### src/rtl/mux_sync_pkg.sv
// Shared types and helpers for the mux_sync transmit-side arbiter.
package mux_sync_pkg;

  localparam int MAX_REQ = 16;
  localparam int PTR_W   = 4;

  typedef enum logic [1:0] {
    IDLE   = 2'd0,
    REQ_HI = 2'd1,
    REQ_LO = 2'd2
  } state_e;

  function automatic int id_width(input int n);
    return (n < 2) ? 1 : $clog2(n);
  endfunction

  // One-hot pick of the first valid bit at or after ptr, wrapping modulo n.
  // Walks offsets high-to-low so the smallest offset is the last to write.
  function automatic logic [MAX_REQ-1:0] rr_pick(input logic [MAX_REQ-1:0] valid,
                                                 input logic [PTR_W-1:0]   ptr,
                                                 input int                 n);
    logic [MAX_REQ-1:0] gnt;
    int                 idx;
    gnt = '0;
    for (int i = MAX_REQ - 1; i >= 0; i--) begin
      if (i < n) begin
        idx = (int'(ptr) + i) % n;
        if (valid[idx]) gnt = MAX_REQ'(1) << idx;
      end
    end
    return gnt;
  endfunction

endpackage

### src/rtl/cdc_ack_sync.sv
// Multi-flop synchronizer for the destination ack level; clears to 0 on reset.
module cdc_ack_sync #(
  parameter int SYNC_STAGES = 2
) (
  input  logic clk_i,
  input  logic rstn_i,
  input  logic async_i,
  output logic sync_o
);

  logic [SYNC_STAGES-1:0] ff;

  always_ff @(posedge clk_i) begin
    if (!rstn_i) ff <= '0;
    else         ff <= {ff[SYNC_STAGES-2:0], async_i};
  end

  assign sync_o = ff[SYNC_STAGES-1];

endmodule

### src/rtl/mux_sync_tx_arbiter.sv
// Round-robin front end sharing one mux_sync CDC channel; holds the winning
// word/ID stable and runs a 4-phase req/ack handshake with the destination.
module mux_sync_tx_arbiter
  import mux_sync_pkg::*;
#(
  parameter  int NUM_REQ     = 4,
  parameter  int DATA_WIDTH  = 32,
  parameter  int SYNC_STAGES = 2,
  parameter  int TIMEOUT_CYC = 1024,
  localparam int ID_W        = id_width(NUM_REQ)
) (
  input  logic                          clk_i,
  input  logic                          rstn_i,
  input  logic [NUM_REQ-1:0]            req_valid_i,
  input  logic [NUM_REQ*DATA_WIDTH-1:0] req_data_i,
  output logic [NUM_REQ-1:0]            req_ready_o,
  output logic [DATA_WIDTH-1:0]         data_o,
  output logic [ID_W-1:0]               src_id_o,
  output logic                          sync_ctrl_o,
  input  logic                          ack_i,
  output logic                          busy_o,
  output logic                          timeout_o
);

  state_e                               state;
  logic                                 ack_s;
  logic [ID_W-1:0]                      rr_ptr;
  logic [NUM_REQ-1:0][DATA_WIDTH-1:0]   req_words;
  logic [MAX_REQ-1:0]                   pick;
  logic [NUM_REQ-1:0]                   gnt;
  logic [ID_W-1:0]                      gnt_id;
  logic [ID_W-1:0]                      next_ptr;
  logic                                 accept;
  logic                                 unused_pick;

  cdc_ack_sync #(.SYNC_STAGES(SYNC_STAGES)) u_ack_sync (
    .clk_i  (clk_i),
    .rstn_i (rstn_i),
    .async_i(ack_i),
    .sync_o (ack_s)
  );

  for (genvar k = 0; k < NUM_REQ; k++) begin : g_unpack
    assign req_words[k] = req_data_i[k*DATA_WIDTH +: DATA_WIDTH];
  end

  assign pick        = rr_pick(MAX_REQ'(req_valid_i), PTR_W'(rr_ptr), NUM_REQ);
  assign unused_pick = ^pick;

  // A still-high ack_s means the destination has not finished the previous
  // 4-phase cycle (e.g. a transfer cut short by reset), so hold off grants.
  always_comb begin
    gnt = '0;
    if (rstn_i && state == IDLE && !ack_s) gnt = pick[NUM_REQ-1:0];
  end

  always_comb begin
    gnt_id = '0;
    for (int k = 0; k < NUM_REQ; k++)
      if (pick[k]) gnt_id = ID_W'(k);
  end

  assign next_ptr    = (gnt_id == ID_W'(NUM_REQ - 1)) ? '0 : gnt_id + ID_W'(1);
  assign req_ready_o = gnt;
  assign accept      = |(gnt & req_valid_i);

  always_ff @(posedge clk_i) begin
    if (!rstn_i) begin
      state       <= IDLE;
      rr_ptr      <= '0;
      data_o      <= '0;
      src_id_o    <= '0;
      sync_ctrl_o <= 1'b0;
      busy_o      <= 1'b0;
    end else begin
      case (state)
        IDLE: begin
          if (accept) begin
            state       <= REQ_HI;
            data_o      <= req_words[gnt_id];
            src_id_o    <= gnt_id;
            rr_ptr      <= next_ptr;
            sync_ctrl_o <= 1'b1;
            busy_o      <= 1'b1;
          end
        end
        REQ_HI: begin
          if (ack_s) begin
            state       <= REQ_LO;
            sync_ctrl_o <= 1'b0;
          end
        end
        REQ_LO: begin
          if (!ack_s) begin
            state  <= IDLE;
            busy_o <= 1'b0;
          end
        end
        default: begin
          state       <= IDLE;
          sync_ctrl_o <= 1'b0;
          busy_o      <= 1'b0;
        end
      endcase
    end
  end

  // Watchdog only flags a stuck handshake; the FSM keeps waiting regardless.
  if (TIMEOUT_CYC > 0) begin : g_timeout
    localparam int CNT_W = $clog2(TIMEOUT_CYC + 1);
    logic [CNT_W-1:0] cnt;

    always_ff @(posedge clk_i) begin
      if (!rstn_i) begin
        cnt       <= '0;
        timeout_o <= 1'b0;
      end else if (accept) begin
        cnt <= '0;
      end else if (state != IDLE && cnt != CNT_W'(TIMEOUT_CYC)) begin
        cnt <= cnt + CNT_W'(1);
        if (cnt == CNT_W'(TIMEOUT_CYC - 1)) timeout_o <= 1'b1;
      end
    end
  end else begin : g_no_timeout
    always_ff @(posedge clk_i) begin
      timeout_o <= 1'b0;
    end
  end

endmodule

### config.mk
export PLATFORM = sky130hd
export DESIGN_NAME = mux_sync_tx_arbiter
export DESIGN_NICKNAME = d
export VERILOG_FILES = /design/src/rtl/mux_sync_pkg.sv /design/src/rtl/cdc_ack_sync.sv /design/src/rtl/mux_sync_tx_arbiter.sv
export SDC_FILE = /design/constraint.sdc
export NUM_CORES = 1
export LEC_CHECK = 0
export CORE_MARGIN = 5
export CORE_UTILIZATION = 70
export DETAILED_ROUTE_END_ITERATION = 8
export DONT_BUFFER_PORTS = 1
export GPL_TIMING_DRIVEN = 0
export PLACE_DENSITY = 0.86
export SLEW_MARGIN = 20
export SYNTH_ARGS = -nofsm -noshare
export SYNTH_HDL_FRONTEND = slang
export SYNTH_SLANG_ARGS = --single-unit
export TNS_END_PERCENT = 5
### constraint.sdc
create_clock -name clk_i -period 8.1 [get_ports clk_i]
set_input_delay 1.215 -clock clk_i [delete_from_list [all_inputs] [get_ports clk_i]]
set_output_delay 1.215 -clock clk_i [all_outputs]
set_load 0.02 [all_outputs]
# [Word level (Yosys, flattened, before mapping)]
# Cells that the tools add are included.
[totals] regBits=54 input_bits=135 out_inout_bits=41 word_cells=86
[op_classes] add_sub_neg=5 magnitude_cmp=5 n_eq_ne=8 shift=4 n_mux=31 bitwise_logic=8 n_reduce_logical=16
[op_table] cell="$shl 1x32->4 const A" n=3
[op_table] cell="$bmux 32 s2" n=1
[op_table] cell="$mux 32" n=1
[op_table] cell="$mux 4" n=5
[op_table] cell="$lt 3x6->1 const B" n=3
[op_table] cell="$mux 2" n=6
[op_table] cell="$reduce_and 3->1" n=4
[op_table] cell="$add 11x1->11 const B" n=1
[op_table] cell="$eq 11x10->1 const B" n=1
[op_table] cell="$mux 1" n=11
[op_table] cell="$ne 11x11->1 const B" n=1
[op_table] cell="$bmux 1 s3" n=3
[op_table] cell="$pmux 1 s3" n=2
[op_table] cell="$pmux 2 s3" n=1
[op_table] cell="$reduce_or 2->1" n=3
[op_table] cell="$lt 2x5->1 const B" n=1
[op_table] cell="$reduce_or 5->1" n=1
[op_table] cell="$add 2x1->2 const B" n=2
[op_table] cell="$add 2x2->2 const B" n=2
[op_table] cell="$and 4x4->4" n=1
[op_table] cell="$eq 2x2->1 const B" n=2
[op_table] cell="$ne 2x2->1 const B" n=2
[op_table] cell="$not 1->1" n=4
[op_table] cell="$reduce_or 4->1" n=1
[op_table] cell="other kinds (11)" n=15

# [Longest topological paths before layout]
[logic_depth] depth_word=15 mapped_depth=12 mapped_depth_nobuf=9

# [Hierarchy]
# From an unflattened synthesis, not the netlist that was laid out.
[hier_totals] cells_unflattened=423 hier_area_um2=3569.7
[modules_own_cells] module="mux_sync_tx_arbiter" instances=1 cells_per_inst=419 area_per_inst_um2=3517.1 seq_area_each_um2=1041.0
[modules_own_cells] module="cdc_ack_sync" instances=1 cells_per_inst=4 area_per_inst_um2=52.6 seq_area_each_um2=40.0

# [Least setup slack after synthesis]
# OpenSTA, ideal clock, no wires.
[synth_path] path_type="input port to output port" startpoint="input req_valid_i[2]" endpoint="output req_ready_o[3]" arrival_time_ns=2.997 t_required_ns=6.885 slack_ns=3.888 stages=7 path_cell_list="buf_6 -> mux4_1 -> a2111o_1 -> a22o_2 -> buf_2 -> buf_6 -> and2_1"
[synth_between] elab_chain_len=8 word_cells_on_any_way=16 cone_classes="mux (16)"
[synth_lines] element="from (decl)" line_no="mux_sync_tx_arbiter.sv:14" rtl="input logic [NUM_REQ-1:0] req_valid_i,"
[synth_lines] element="$bmux 1 s3" line_no="mux_sync_pkg.sv:28" rtl="if (valid[idx]) gnt = MAX_REQ'(1) << idx;"
[synth_lines] element="$mux 1 (not written as such) (2 in a row)" line_no="mux_sync_pkg.sv:28"
[synth_lines] element="$mux 4 (3 in a row)" line_no="mux_sync_pkg.sv:28"
[synth_lines] element="$mux 4 *" line_no="mux_sync_pkg.sv:28"
[synth_lines] element="$mux 4 *" line_no="mux_sync_tx_arbiter.sv:54" rtl="if (rstn_i && state == IDLE && !ack_s) gnt = pick[NUM_REQ-1:0];"
[synth_lines] element="to (decl)" line_no="mux_sync_tx_arbiter.sv:16" rtl="output logic [NUM_REQ-1:0] req_ready_o,"
# Every way passes the cells marked *; elsewhere a longest branch is shown, timed or not. The select of a mux whose other input is x is not followed.

# [Final worst setup path]
[layout_path] startpoint="register rr_ptr[0]" endpoint="output req_ready_o[2]"
[layout_between] elab_chain_len=11 word_cells_on_any_way=29 cone_classes="add/sub (3); shift (4); mux (16); bitwise (3); reduce/logical (3)"
[layout_lines] element="from (decl)" line_no="mux_sync_tx_arbiter.sv:27" rtl="logic [ID_W-1:0] rr_ptr;"
[layout_lines] element="from (signal assigned)" line_no="mux_sync_tx_arbiter.sv:82" rtl="rr_ptr <= next_ptr;"
[layout_lines] element="$add 2x2->2" line_no="mux_sync_pkg.sv:27" rtl="idx = (int'(ptr) + i) % n;"
[layout_lines] element="$reduce_or 2->1 (no source line)"
[layout_lines] element="$and 1x1->1 (no source line)"
[layout_lines] element="$bmux 1 s3" line_no="mux_sync_pkg.sv:28"
[layout_lines] element="$mux 1 (not written as such) (2 in a row)" line_no="mux_sync_pkg.sv:28"
[layout_lines] element="$mux 4 (3 in a row)" line_no="mux_sync_pkg.sv:28"
[layout_lines] element="$mux 4 *" line_no="mux_sync_pkg.sv:28"
[layout_lines] element="$mux 4 *" line_no="mux_sync_tx_arbiter.sv:54"
# Marked as above.

==> out/summary.txt <==
CP required = 6.88 ns
clock-pin slew on the worst setup and hold paths = 0.09 ns
Hold Path Sink = u_ack_sync.ff[1]$_SDFF_PN0_
post-CTS setup buffer count = 0
top cell type's share of synthesized area = 26.0%
Net Count, Synth = 654
clk_lat worst skew = 0.31 ns
GP Congestion = 0.945
Seq/Total Area, Yosys = 26.0%
FF+latch count, synth = 54
total negative slack = 0 ns
CP Data Arrival Time = 3.51 ns
dpl cell area = 4250 µm²
Clock Sinks = 54
RSZ-0062 raised after global routing = false
sequential cell area = 1080 µm²
CTS tree = done
Filler Cells Inserted = 481
die width = 87.0 µm
GRT Util Overall = 33.5%
FF-to-FF Start = rr_ptr[0]$_SDFFE_PN0P_
reg2reg end = src_id_o[0]$_SDFFE_PN0P_
met2 Use GR = 57.0%
Post-CTS Hold Fix Bufs = 0
Top Usage Layer GRT = met2
core area = 5850 µm²
num ports = 176
# Max-Cap Violations = 0
chip height = 87.0 µm
FFs w/ async S/R, synth = 0%
min Tclk post-route = 4.72 ns
critical hold path startpoint = u_ack_sync.ff[0]$_SDFF_PN0_
endpoints failing hold = 0
mux cell area share after synthesis = 5.55%
antenna cells = 0
Cells after Synth = 510
Post-CTS Resized = 0
Largest stage delay, worst path = 0.63 ns
pin count of the biggest net entering global routing = 16
WS Path Type = register to output port
htree depth = 2
via count = 4198
Main synth FF type = dfxtp_1
worst-margin pin slew = 0.660 ns
area leader, netlist = dfxtp_1
XOR/XNOR share of the synthesized area = 2.11%
top cells by count, synth = nand2_1, dfxtp_1, nor2_1
hold crit path type = register to register
Power, Total = 0.00211 W
DR DRC count = 0
WP buf/inv = 3
WP depth = 9
Top delay family on crit path = multiplexers
wire length per cell = 22.0 µm
fin. max-slew vios = 0
GRT met3 Usage = 9.74%
Post-Synth Simple-Gate Area = 18.7%
largest family of logic cells by synthesized area = compound AO/OA/AOI/OAI gates
Hold Path Stages = 1
Layout Skew = 0.00430 ns
GR Overflow Total = 0
Post-Syn Area = 4150 µm²
crit path max fanout = 10
Initial Util = 71.0%
Rows = 28
IO Port Bufs = 0
GR Layer Usage met1 = 40.4%
HPWL Detailed = 9650 µm
post-route cell area = 4360 µm²
DR vias/cell = 7.09
post-route ant nets = 0
R2R setup slack = 4.48 ns
Register-to-Register Path Depth = 10
top cells by area, synth = dfxtp_1, a311o_1, nand2_1
Clock Path Buffers = 2
Worst Setup End Kind = output port
synth unique cells = 58
DP Cell Count = 585
Area Growth Syn to Fin = 4.97%
antenna violations before repair = 0
vias in the first global route = 4082
crit-path cells = inv_1 -> ha_1 -> mux4_2 -> a21oi_1 -> a32oi_2 -> mux2i_4 -> clkbuf_8 -> buf_2 -> nor2_1
PwrDens = 484 nW/µm²
share of cells above drive strength 1 = 9.86%
Final nets = 661
total die area = 7570 µm²
Multi-input gate area = 2680 µm²
final setup violation count = 0
Synth Area in Adders = 2.71%
global-route wire length before repair = 20200 µm
DR iter-0 viols = 222
VDD IR max = 0.324 mV
Fmax achieved = 0.212 GHz
most common cell in the synthesized netlist = nand2_1
static power due to leakage = 1.78 nW
Yosys warnings = 0
Detailed Route WL = 13000 µm
TritonRoute pass-1 iters = 4
Post-Layout Cell Count = 592
Num CTS Buffers = 5
outcome = complete, no violations
Post-synth EDFFs = 0
CP max-delay cell = mux4_2
Root Buffer = clkbuf_8
Synth Area in Compound Gates = 35.5%
CP Launch Type = register
Syn Area/Cell = 8.14 µm²
Rel. slew slack = 54.7%
Final period util = 58.3%
flip-flops by register name (all words and copies together) (netlist names):
register	cells
timeout_o	1
src_id_o	2
busy_o	1
sync_ctrl_o	1
g_timeout.cnt	11
rr_ptr	2
u_ack_sync.ff	2
data_o	32
state	2
cell usage in the layout (no fill, tap or decap), types with 5 or more instances in the layout:
master / netlist / layout
nand3_1: 5 / 5
a311o_1: 32 / 32
buf_2: 9 / 9
nor2_1: 40 / 40
clkbuf_1: 22 / 22
o21a_1: 33 / 33
nand2_1: 82 / 82
o31ai_1: 32 / 32
ha_1: 9 / 9
and3_1: 18 / 18
a21oi_1: 37 / 37
inv_1: 9 / 9
dfxtp_1: 54 / 54
buf_6: 7 / 7
clkbuf_8: 6 / 12
xnor2_1: 8 / 8
mux2i_1: 11 / 11
a221oi_1: 32 / 32
power breakdown:
| part | total (W) | internal (W) | leakage (nW) | switching [W] |
|---|---|---|---|---|
| logic | 0.00144 | 0.000594 | 1.28 | 0.000849 |
| clock network | 0.000187 | 0.0000990 | 0.0573 | 0.0000878 |
| registers | 0.000481 | 0.000335 | 0.441 | 0.000147 |
routing by layer:
layer,vias up,part of all wire (%),routed length (µm)
li1,1932,-,-
met1,1985,38,4910
met3,27,11,1400
met4,0,2.5,321
met5,-,0,0
met2,254,49,6360
kinds of logic after synthesis:
| group | after synthesis |
|---|---|
| AOI/OAI and AO/OA | 189 |
| xor gates and xnor gates | 10 |
| adders and majority gates | 9 |
| buffers and inverters | 60 |
| DFF | 54 |
| muxes | 18 |
| and+or+nand+nor | 170 |
how the worst max path moves through the flow:
stage | start | end | slack, ns
after floorplan | req_valid_i[2] | req_ready_o[3] | 3.89
after global placement | req_valid_i[2] | req_ready_o[2] | 3.73
after detailed placement | req_valid_i[2] | req_ready_o[2] | 3.66
after CTS | rr_ptr[0]$_SDFFE_PN0P_ | req_ready_o[2] | 3.42
after global routing | rr_ptr[0]$_SDFFE_PN0P_ | req_ready_o[2] | 3.20
final | rr_ptr[0]$_SDFFE_PN0P_ | req_ready_o[2] | 3.38
layout make-up:
type,instances,share of cell area (%)
Multi-Input combinational cell,396,61.5
Inverter,9,0.775
Buffer,51,8.18
Clock buffer,6,1.89
Clock inverter,1,0.689
Sequential cell,54,24.8
Tap cell,75,2.15
through the flow:
stage	util (%)	setup WS (ns)	hold WS [ns]
after floorplan	-	3.89	0.412
after global placement	72.6	3.73	0.441
after detailed placement	72.6	3.66	0.443
after CTS	74.5	3.42	0.467
after global routing	74.5	3.20	0.485
final	74.5	3.38	0.467
(Power assumes the default switching activity.)
